$ cat config.mk
export PLATFORM = sky130hd
export DESIGN_NAME = wb_master_bridge
export DESIGN_NICKNAME = d
export VERILOG_FILES = /design/src/rtl/wb_master_bridge.sv
export SDC_FILE = /design/constraint.sdc
export NUM_CORES = 1
export LEC_CHECK = 0
export BUFFER_PORTS_ARGS = -buffer_cell sky130_fd_sc_hd__buf_2
export CAP_MARGIN = 0
export CELL_PAD_IN_SITES_DETAIL_PLACEMENT = 1
export CELL_PAD_IN_SITES_GLOBAL_PLACEMENT = 2
export CORE_ASPECT_RATIO = 0.7
export CORE_UTILIZATION = 33
export DETAILED_ROUTE_END_ITERATION = 10
export PLACE_DENSITY = 0.85
export SLEW_MARGIN = 15
export SYNTH_ARGS = -nofsm -noshare
export SYNTH_HDL_FRONTEND = slang
export SYNTH_SLANG_ARGS = --single-unit
$ cat constraint.sdc
create_clock -name i_clk -period 4.3 [get_ports i_clk]
set_input_delay 0.86 -clock i_clk [delete_from_list [all_inputs] [get_ports i_clk]]
set_output_delay 0.86 -clock i_clk [all_outputs]
set_load 0.005 [all_outputs]
$ cat src/rtl/wb_master_bridge.sv
// CPU-to-Wishbone master bridge with registered bus outputs, burst continuation,
// bounded retry with backoff and error reporting. Optional: WB_MASTER_TIMEOUT_EN.
module wb_master_bridge #(
  parameter int DATA_W         = 16,
  parameter int ADDR_W         = 24,
  parameter int SEL_W          = DATA_W / 8,
  parameter int MAX_RETRY      = 3,
  parameter int RETRY_DELAY    = 2,
  parameter int TIMEOUT_CYCLES = 255
) (
  input  logic              i_clk,
  input  logic              i_rst_n,
  input  logic              i_mem_req,
  input  logic              i_mem_we,
  input  logic [ADDR_W-1:0] i_mem_addr,
  input  logic [DATA_W-1:0] i_mem_data,
  input  logic [SEL_W-1:0]  i_mem_sel,
  input  logic              i_mem_next,
  output logic [DATA_W-1:0] o_mem_data,
  output logic              o_mem_ack,
  output logic              o_mem_err,
  output logic              o_mem_busy,
  output logic              o_wb_cyc,
  output logic              o_wb_stb,
  output logic              o_wb_we,
  output logic [ADDR_W-1:0] o_wb_adr,
  output logic [DATA_W-1:0] o_wb_dat,
  output logic [SEL_W-1:0]  o_wb_sel,
  input  logic [DATA_W-1:0] i_wb_dat,
  input  logic              i_wb_ack,
  input  logic              i_wb_err,
  input  logic              i_wb_rty
);

  localparam int RC_W = (MAX_RETRY > 0) ? $clog2(MAX_RETRY + 1) : 1;
  localparam int BD_W = (RETRY_DELAY > 1) ? $clog2(RETRY_DELAY) : 1;

  generate
    if ((DATA_W % 8) != 0 || SEL_W != DATA_W / 8 || RETRY_DELAY < 1 ||
        MAX_RETRY < 0 || TIMEOUT_CYCLES < 1) begin : g_bad_params
      $error("wb_master_bridge: invalid parameter combination");
    end
  endgenerate

  typedef enum logic [1:0] {
    S_IDLE,
    S_ACTIVE,
    S_BACKOFF
  } state_t;

  state_t            state, state_n;
  logic [RC_W-1:0]   rcnt, rcnt_n;
  logic [BD_W-1:0]   bcnt, bcnt_n;
  logic              cyc_n, stb_n, ack_n, err_n;
  logic [DATA_W-1:0] rdata_n;
  logic              load;
  logic              fail;

`ifdef WB_MASTER_TIMEOUT_EN
  localparam int TC_W = $clog2(TIMEOUT_CYCLES + 1);
  logic [TC_W-1:0] tcnt, tcnt_n;
`endif

  assign o_mem_busy = (state != S_IDLE);

  always_comb begin
    state_n = state;
    cyc_n   = o_wb_cyc;
    stb_n   = o_wb_stb;
    rdata_n = o_mem_data;
    ack_n   = 1'b0;
    err_n   = 1'b0;
    rcnt_n  = rcnt;
    bcnt_n  = bcnt;
    load    = 1'b0;
    fail    = 1'b0;
    unique case (state)
      S_IDLE: begin
        if (i_mem_req) begin
          load    = 1'b1;
          cyc_n   = 1'b1;
          stb_n   = 1'b1;
          rcnt_n  = '0;
          state_n = S_ACTIVE;
        end
      end
      S_ACTIVE: begin
        // err outranks ack outranks rty; an exhausted retry budget fails like err
        if (i_wb_err) begin
          fail = 1'b1;
        end else if (i_wb_ack) begin
          ack_n = 1'b1;
          if (!o_wb_we) rdata_n = i_wb_dat;
          if (i_mem_next) begin
            load   = 1'b1;
            rcnt_n = '0;
          end else begin
            cyc_n   = 1'b0;
            stb_n   = 1'b0;
            state_n = S_IDLE;
          end
        end else if (i_wb_rty) begin
          if (rcnt == RC_W'(MAX_RETRY)) begin
            fail = 1'b1;
          end else begin
            rcnt_n  = rcnt + RC_W'(1);
            stb_n   = 1'b0;
            bcnt_n  = BD_W'(RETRY_DELAY - 1);
            state_n = S_BACKOFF;
          end
        end
`ifdef WB_MASTER_TIMEOUT_EN
        else if (tcnt == TC_W'(TIMEOUT_CYCLES)) begin
          fail = 1'b1;
        end
`endif
        if (fail) begin
          err_n   = 1'b1;
          cyc_n   = 1'b0;
          stb_n   = 1'b0;
          state_n = S_IDLE;
        end
      end
      S_BACKOFF: begin
        if (bcnt == '0) begin
          stb_n   = 1'b1;
          state_n = S_ACTIVE;
        end else begin
          bcnt_n = bcnt - BD_W'(1);
        end
      end
      default: begin
        cyc_n   = 1'b0;
        stb_n   = 1'b0;
        state_n = S_IDLE;
      end
    endcase
  end

`ifdef WB_MASTER_TIMEOUT_EN
  // Any exit from ACTIVE, or a new burst beat, restarts the wait count.
  always_comb begin
    tcnt_n = '0;
    if (state == S_ACTIVE && state_n == S_ACTIVE && !load) tcnt_n = tcnt + TC_W'(1);
  end

  always_ff @(posedge i_clk or negedge i_rst_n) begin
    if (!i_rst_n) tcnt <= '0;
    else          tcnt <= tcnt_n;
  end
`endif

  always_ff @(posedge i_clk or negedge i_rst_n) begin
    if (!i_rst_n) begin
      state      <= S_IDLE;
      rcnt       <= '0;
      bcnt       <= '0;
      o_wb_cyc   <= 1'b0;
      o_wb_stb   <= 1'b0;
      o_wb_we    <= 1'b0;
      o_wb_adr   <= '0;
      o_wb_dat   <= '0;
      o_wb_sel   <= '0;
      o_mem_data <= '0;
      o_mem_ack  <= 1'b0;
      o_mem_err  <= 1'b0;
    end else begin
      state      <= state_n;
      rcnt       <= rcnt_n;
      bcnt       <= bcnt_n;
      o_wb_cyc   <= cyc_n;
      o_wb_stb   <= stb_n;
      o_mem_data <= rdata_n;
      o_mem_ack  <= ack_n;
      o_mem_err  <= err_n;
      if (load) begin
        o_wb_we  <= i_mem_we;
        o_wb_adr <= i_mem_addr;
        o_wb_dat <= i_mem_data;
        o_wb_sel <= i_mem_sel;
      end
    end
  end

endmodule

==> results of run 1 <==
==> power groups by stage <==
stage	Sequential [µW]	Combinational, µW	Clock (µW)
floorplan	1150	640	0
global placement	1140	1040	0
detailed placement	1150	1070	0
CTS	1150	1070	725
global route	1190	1140	754
finish	1140	1050	698
==> metrics by stage <==
stage / total power, µW / cell area [µm²] / util, % / worst slack, ns
2_1_floorplan: 1793 / 2879 / - / 2.314
3_3_place_gp: 2177 / 3617 / 42.84 / 1.781
3_5_place_dp: 2218 / 3617 / 42.84 / 1.726
4_1_cts: 2943 / 3901 / 46.21 / 2.073
5_1_grt: 3084 / 3901 / 46.21 / 2.001
6_report: 2889 / 3901 / 46.21 / 2.087
==> final timing paths <==
| check | end | from |
|---|---|---|
| min in group asynchronous | o_mem_data[14] | i_rst_n |
| hold / removal | o_mem_data[11] | o_mem_data[11] |
| hold reg to reg | o_mem_data[11] | o_mem_data[11] |
| setup / recovery | o_wb_dat[13] | i_wb_err |
| setup reg to reg | o_wb_dat[13] | state[0] |
| max in group asynchronous | o_wb_adr[4] | i_rst_n |
==> flip-flops by register name, summed over array words and instances (netlist names) <==
register and count:
o_mem_data 16, state 2, o_mem_ack 1, o_wb_adr 24
rcnt 2, o_wb_cyc 1, o_wb_we 1, o_wb_stb 1
bcnt 1, o_wb_dat 16, o_wb_sel 2, o_mem_err 1
==> cell families (layout without fill, tap and decap cells) <==
| family | Yosys count | in the layout | synth area share [%] |
|---|---|---|---|
| AO/OA/AOI/OAI | 12 | 12 | 3.260 |
| adder cells (fa/ha/maj) | 1 | 1 | 0.4345 |
| buffers and inverters | 9 | 150 | 2.912 |
| flip-flops | 68 | 68 | 59.10 |
| multiplexers | 61 | 61 | 28.99 |
| AND/OR/NAND/NOR | 24 | 24 | 5.302 |
==> layout by cell type, fill, tap and decap left out <==
cell / count
sky130_fd_sc_hd__a41o_1: 1
sky130_fd_sc_hd__nor3_4: 1
sky130_fd_sc_hd__dfrtp_1: 68
sky130_fd_sc_hd__inv_1: 3
sky130_fd_sc_hd__nor2_1: 3
sky130_fd_sc_hd__buf_2: 129
sky130_fd_sc_hd__nor2b_1: 2
sky130_fd_sc_hd__o21ai_0: 2
sky130_fd_sc_hd__or2_2: 1
sky130_fd_sc_hd__bufinv_16: 1
sky130_fd_sc_hd__nand2b_4: 1
sky130_fd_sc_hd__o22ai_1: 1
sky130_fd_sc_hd__mux2_4: 40
sky130_fd_sc_hd__a31o_2: 1
sky130_fd_sc_hd__mux2i_1: 2
sky130_fd_sc_hd__clkbuf_16: 9
sky130_fd_sc_hd__mux2_2: 19
sky130_fd_sc_hd__nand2b_1: 5
sky130_fd_sc_hd__or3b_2: 2
sky130_fd_sc_hd__a21oi_1: 2
sky130_fd_sc_hd__nor3b_1: 1
sky130_fd_sc_hd__a21oi_4: 1
sky130_fd_sc_hd__a41oi_1: 1
sky130_fd_sc_hd__nand4b_1: 1
sky130_fd_sc_hd__a22o_1: 1
sky130_fd_sc_hd__nand3_1: 1
sky130_fd_sc_hd__a21boi_0: 1
sky130_fd_sc_hd__nand2_1: 6
sky130_fd_sc_hd__ha_1: 1
sky130_fd_sc_hd__clkinv_2: 5
sky130_fd_sc_hd__clkbuf_1: 1
sky130_fd_sc_hd__o21a_1: 1
sky130_fd_sc_hd__buf_4: 2
==> critical path: stages <==
cell                       delay (ns)
sky130_fd_sc_hd__buf_2           0.12
sky130_fd_sc_hd__nand4b_1        0.22
sky130_fd_sc_hd__a21oi_4         0.15
sky130_fd_sc_hd__buf_4           0.65
sky130_fd_sc_hd__mux2_2          0.41
==> final cells by class <==
| type | instances | area, µm² |
|---|---|---|
| Sequential cell | 68 | 1702 |
| Clock buffer | 10 | 229.0 |
| Multi-Input combinational cell | 98 | 1094 |
| Tap cell | 120 | 150.1 |
| Timing Repair Buffer | 131 | 660.6 |
| Inverter | 3 | 11.26 |
| Clock inverter | 6 | 55.05 |
| Fill cell | 902 | 4542 |
==> routing by layer <==
metal	part of all wire (%)	up-vias	track usage [%]
met5	0	-	0
met4	1.2	0	5.526
met3	8.4	10	6.943
met2	42	96	21.77
met1	49	922	20.64
li1	-	889	-
==> impl_summary.md, run 1 <==
STA
The number of hold-slack violations in the final timing report is 0. The post-route clock period utilization is 51.46%. The max-slew violation count was 0. The actual transition at the worst max-transition pin is 0.9047 ns.

The number of failing setup endpoints in the final timing report is 0. Across the routed clock network, the largest skew measured is 0.004153 ns. Static timing analysis puts the maximum clock frequency at 0.4519 GHz. Setup repair after global routing left no endpoint under its margin. The final hold slack is 0.5010 ns.

In the final timing run, aggregate negative setup slack is 0 ns. In this run the tightest slew margin relative to its limit is 39.69%. The minimum period implied by the final worst setup slack is 2.213 ns.

Synth
Yosys instantiated no cell more often than sky130_fd_sc_hd__dfrtp_1. The sequential element share of the synthesized area is 59.10%. After synthesis, the share of flip-flops with an asynchronous set or reset is 100.0%.

Yosys mapped the design onto 30 distinct sky130hd cell types. By count the netlist is led by sky130_fd_sc_hd__dfrtp_1, sky130_fd_sc_hd__mux2_4, sky130_fd_sc_hd__mux2_2, sky130_fd_sc_hd__nand2_1, sky130_fd_sc_hd__nand2b_1. Of all cell types, the one taking the most synthesized area is sky130_fd_sc_hd__dfrtp_1. In this run, synthesis inferred 0 flip-flops with an integrated enable. The synthesized cell area is 2879 µm². The count of warnings emitted by yosys is 0. Counting every net in the synthesized netlist gives 242. The top cell type's share of synthesized area is 59.10%.

The mean post-synth cell area is 16.45 µm². The number of synthesized register bits is 68. For this run, the leading register cell type out of synthesis is sky130_fd_sc_hd__dfrtp_1.

Sorting the synthesized cells by area gives the leading types as sky130_fd_sc_hd__dfrtp_1, sky130_fd_sc_hd__mux2_4, sky130_fd_sc_hd__mux2_2. The post-synthesis instance total is 175.

Cells and area
Compared with the post-synthesis result, the final layout area differs by 35.51%. In the final design database the tool counted 378 nets. The final cell count without fillers is 436.

The share of post-route cells with drive strength above 1 is 67.09%. The antenna diode count is 0.

Pwr
The leakage dissipation is 0.001968 µW. For this design the total switching power over the nets is 828.6 µW. The share of total power in combinational logic is 36.3%.

The worst-case IR drop observed on VDD is 0.4028 mV. Cell internal power was estimated by the tool at 2060 µW. Registers are responsible for 39.5% of the overall power. The clock group share of total power is 24.2%.

The areal power density over the cells is 740.5 nW/µm². The share of total power consumed by net switching is 28.68%.

Place
Detailed placement ended at an HPWL of 4775 µm. The congestion estimate from routability-driven global placement came to 0.7151. The number of placed instances, taps included is 420. Input and output buffers added on the ports amount to 129.

Drt
The detailed-routing iteration count for the pre-antenna-repair pass is 4. The detailed-route wire length per cell is 14.94 µm. The first routing iteration left 49 violations. Using the TritonRoute via totals, the vias-per-cell ratio works out to 4.397. The final layout contains routed wiring with a total length of 6513 µm. Detailed routing inserted a total of 1,917 vias. Once detail routing completed, the nets flagged for antenna violations numbered 0. For this run, design rule violations remaining after detail routing come to 0.

Setup path
Data on the critical path is required at its endpoint by 4.51 ns. Counting cells, the worst reg-to-reg path comes to 4. The category of the worst setup path launch point is an input port. The maximum fanout count along the critical path is 43. The element type at the critical path end is a flop. The worst setup path is of the input port to flop kind. The internal reg-to-reg setup slack is 2.25 ns. The worst endpoint data arrival time is 2.42 ns.

Hold path
The worst hold path stage count is 1. The type of the tightest min-delay check is flop to flop.

Floorplanning
The initial standard-cell utilization of the core is 34.10%. The overall die area is 9108 µm². From bottom edge to top edge, the die measures 80.15 µm. From left edge to right edge, the die measures 113.6 µm. The number of top-level design ports is 130. After floorplanning, the core was sized to cover 8443 µm².

After floorplanning, the core was divided into 28 placement rows.

Global route
The first global-routing pass estimated 10,450 µm of wire. The overflow left after global routing is 0. The initial antenna violation count is 0. Entering global routing, the biggest net connects 44 pins. The via count of the first global-routing pass is 2,030. For this run, the total global-route usage over all layers was measured as 15.42%.

Clock network
CTS built an H-tree with a depth of 3. The TritonCTS sink count is 68. After clock tree synthesis, the setup repair step added 0 buffers. The post-cts repair resize count is 0. Counting the buffers created by CTS gives 9. The clock-pin slew reported for the worst setup and hold paths after clock tree synthesis is 0.05 ns. The buffer depth of the longest clock path is 2.

The clock insertion delay at the later pin of the skew report is 0.32 ns. Hold repair after CTS inserted 0 buffers. Clock tree synthesis selected as its root buffer the cell sky130_fd_sc_hd__clkbuf_16. The clock tree from TritonCTS is built.

Run
The number of maximum-capacitance constraint violations is 0.

Outcome
The run finished with clean final reports.
No activity file was read; power rests on OpenSTA's default activity.
==> run 2, diff against run 1 <==
Settings changed: CORE_UTILIZATION 33 to 27, PLACE_DENSITY 0.85 to 0.74.
Clock period 4.3 ns to 2 ns, I/O delays scaled along.
==> run 2 against run 1 <==
  * The flow now finishes with violations (design-rule violations)
  * Clock power grew 120%
  * Register-to-register slack lost 2.0 ns
  * Count of clock-buffer cells in the layout grew 3
  * Final cell count grew 3.2%
  * Flip-flop and latch count is the same
  * Final area grew 1.6%
  * Clock skew shrank 0.0011 ns
  * Non-clock buffer count grew 3
  * First-iteration DRC count grew 12%
  * Power grew 120%
  * Critical endpoint is now rcnt[0]
==> impl_summary.md, run 2 (synthesis gave the netlist of run 1 again) <==
Outcome
The run finished, with violations left. The checks that failed: design-rule violations.

Place
The number of I/O port buffers is 129 (unchanged). The placed wire-length estimate after detailed placement is 4944 µm (+3.5%). The final weighted congestion in routability-driven placement came to 0.7334 (+2.6%). The worst setup timing slack at the placement stage is 0.2018 ns (-1.524 ns).

STA
The setup clock skew after layout is 0.003095 ns (-0.001058 ns). The number of failing setup endpoints in the final timing report came to 0 (unchanged). Setup repair after global routing left no endpoint under its margin. The accumulated negative setup slack is 0 ns (unchanged). The actual transition at the worst max-transition pin is 0.4305 ns (-0.4741 ns). The max-slew violation count came to 0 (unchanged). The number of hold-slack violations in the final timing report is 0 (unchanged). In the finished design, the share of the clock period the worst path needs comes to 87.23%. The minimum period implied by the final worst setup slack is 1.745 ns.

Based on the critical path, the design can be clocked at up to 0.5732 GHz. The slack of the critical path came to 0.2555 ns (-1.832 ns). The remaining max-slew budget at the tightest pin is 71.24% (+32 points). The final hold slack is 0.07721 ns (-0.4238 ns).

Global route
The overflow left after global routing was 0 (unchanged). The global routing's busiest layer is met2. The initial antenna violation count came to 0 (unchanged). The global-route wire length before repair is 11,140 µm (+6.6%). The routing usage on met3 is 5.683% (-1.3 points). The pin count of the biggest net entering global routing came to 69 (+57%).

The met1 layer usage reported by global route is 17.10% (-3.5 points). The via count of the first global-routing pass is 2,091 (+3.0%). The met2 track demand over resource in global routing is 19.60% (-2.2 points). The total track usage is 13.24% (-2.2 points).

Floorplanning
The core footprint is 10,360 µm² (+23%). The number of top-level design ports came to 130 (unchanged). The floorplan die height came to 88.40 µm (+10%). The overall die area is 11,090 µm² (+22%). The number of rows in the core area is 31 (+11%). The die width is 125.4 µm (+10%). The initial standard-cell utilization of the core is 27.80% (-6.3 points).

Pwr
The share of total power in combinational logic is 36.9% (+0.6 points). The areal power density over the cells is 1596 nW/µm² (+120%). The leakage dissipation was 0.001985 µW (+0.90%). The cell-internal power is 4508 µW (+120%). The share of total power consumed by net switching is 28.75% (+0.061 points). The maximum VDD drop is 0.6410 mV (+59%). The register share of total power is 38.9% (-0.6 points). The clock group share of total power is 24.3% (about the same). The net switching power of the design is 1819 µW (+120%).

Setup path
The worst endpoint data arrival time was 1.99 ns (-0.43 ns). The beginning of the worst register-to-register path is rcnt[0]. The worst path required time was 2.24 ns (-2.27 ns). The kind of cell adding the most delay to the critical path is simple AND/OR/NAND/NOR gates.

The worst setup path is captured at a flop. The critical path goes through ha_1 > or3b_2 > a21boi_0 > mux2i_1. The maximum fanout count along the critical path is 3 (-93%). In this run the worst setup path begins at rcnt[0]. The critical path in this run is classified as flop to flop. The count of cell instances traversed by the critical path is 4 (-1).

The internal reg-to-reg setup slack was 0.26 ns (-1.99 ns). The capturing point of the worst reg2reg path is rcnt[0]. The count of cells along the worst register-to-register path is 4 (unchanged). The worst setup path endpoint is rcnt[0]. The combined buffer and inverter count along the critical path came to 0 (-2). The category of the worst setup path launch point is a flop. The delay contributed by the slowest stage of the critical path is 0.43 ns (-0.22 ns). Among all stages on the critical path, the largest delay is contributed by sky130_fd_sc_hd__or3b_2.

Drt
The average via count per standard cell is 4.336 (-1.4%). The DRC marker count from the first detailed-route iteration is 55 (+12%). The detailed-routing iteration count for the pre-antenna-repair pass is 7 (+3). The total DRC errors in the routed layout is 8 (+8). The total via count after detailed routing is 1,951 (+1.8%). The number of nets still failing antenna checks after routing is 0 (unchanged). The detailed-route wire length per cell is 15.09 µm (+1.0%). The aggregate routed wire length came to 6792 µm (+4.3%).

Clock network
The number of buffers added by the clock tree synthesis step is 9 (unchanged). The buffer depth of the longest clock path is 2 (unchanged). TritonCTS built the clock tree.

The TritonCTS sink count came to 68 (unchanged). The post-cts repair resize count was 0 (unchanged). The cts-stage hold buffer count is 0 (unchanged). The clock insertion delay at the later pin of the skew report is 0.32 ns (about the same).

The number of H-tree branching levels is 3 (unchanged). The post-CTS setup buffer count is 0 (unchanged). The clock-pin slew reported for the worst setup and hold paths after clock tree synthesis is 0.05 ns (about the same). The cell at the root of the clock tree is sky130_fd_sc_hd__clkbuf_16.

Cells and area
The share of post-route cells with drive strength above 1 is 66.67% (-0.42 points). The area occupied by registers is 1702 µm² (unchanged). The most frequent standard cell in the layout excluding fill and tap cells is sky130_fd_sc_hd__buf_2. The library cells used most frequently in the layout, excluding fill and tap cells, are sky130_fd_sc_hd__buf_2, sky130_fd_sc_hd__dfrtp_1, sky130_fd_sc_hd__mux2_4. The utilization after layout is 38.29% (-7.9 points).

The final net count is 381 (+0.79%). The area added between synthesis and finish is 37.72%. The area occupied by multi-input gates is 1094 µm² (unchanged). In the final layout, the registers with the most flip-flops are o_wb_adr x24, o_mem_data x16, o_wb_dat x16.

The flip-flop count of the largest register, all copies and words added is 24 (unchanged). The antenna diode count is 0 (unchanged). The count of fill cells added during filler insertion is 1,137 (+26%). The largest register by flop count is o_wb_adr.

Hold path
In this run the worst hold path is classified as input port to asynchronous set/reset pin.

Run
The number of maximum-capacitance constraint violations came to 0 (unchanged).
-- run 2: cell types whose count changed in the layout (fill, tap and decap cells not counted), sizes merged --
cell / delta
clkinv: -4
buf: +3
clkbuf: +3
-- run 2: per-stage QoR --
stage	area (µm²)	cells	total power [µW]
final	3965	450	6327
after global routing	3965	450	6763
after CTS	3965	450	6459
after detailed placement	3680	435	4856
after global placement	3680	435	4762
after floorplan	2879	175	3854
-- run 2: area by class of cell --
class | instances | share of cell area (%)
Inverter | 3 | 0.2840
Multi-Input combinational cell | 98 | 27.58
Clock inverter | 2 | 0.8836
Timing Repair Buffer | 134 | 17.86
Sequential cell | 68 | 42.92
Tap cell | 132 | 4.165
Clock buffer | 13 | 6.311
-- run 2: how the worst min path moves through the flow --
| stage | cells past startpoint | slack (ns) | end |
|---|---|---|---|
| after global routing | 2 | 0.13 | o_mem_data[5] |
| after CTS | 2 | 0.11 | o_mem_data[5] |
| after detailed placement | 2 | 0.46 | o_mem_data[5] |
| after floorplan | 0 | 0.10 | bcnt |
| after global placement | 2 | 0.45 | o_mem_data[5] |
| final | 2 | 0.08 | state[0] |
-- run 2: metal layers --
metal / vias up / wire length (µm)
li1: 889 / -
met1: 965 / 3114
met2: 90 / 2949
met3: 7 / 652
met4: 0 / 76
met5: - / 0
-- run 2: power groups by stage --
stage / sequential (µW) / combinational (µW) / clock, µW
6_report: 2460 / 2330 / 1530
2_1_floorplan: 2480 / 1380 / 0
5_1_grt: 2570 / 2550 / 1650
3_5_place_dp: 2460 / 2400 / 0
4_1_cts: 2470 / 2380 / 1600
3_3_place_gp: 2450 / 2320 / 0
-- run 2: worst register-to-register path, cell delays in order, from the launching register on --
cell and delay (ns):
sky130_fd_sc_hd__dfrtp_1 0.40, sky130_fd_sc_hd__ha_1 0.23, sky130_fd_sc_hd__or3b_2 0.43, sky130_fd_sc_hd__a21boi_0 0.37
sky130_fd_sc_hd__mux2i_1 0.24
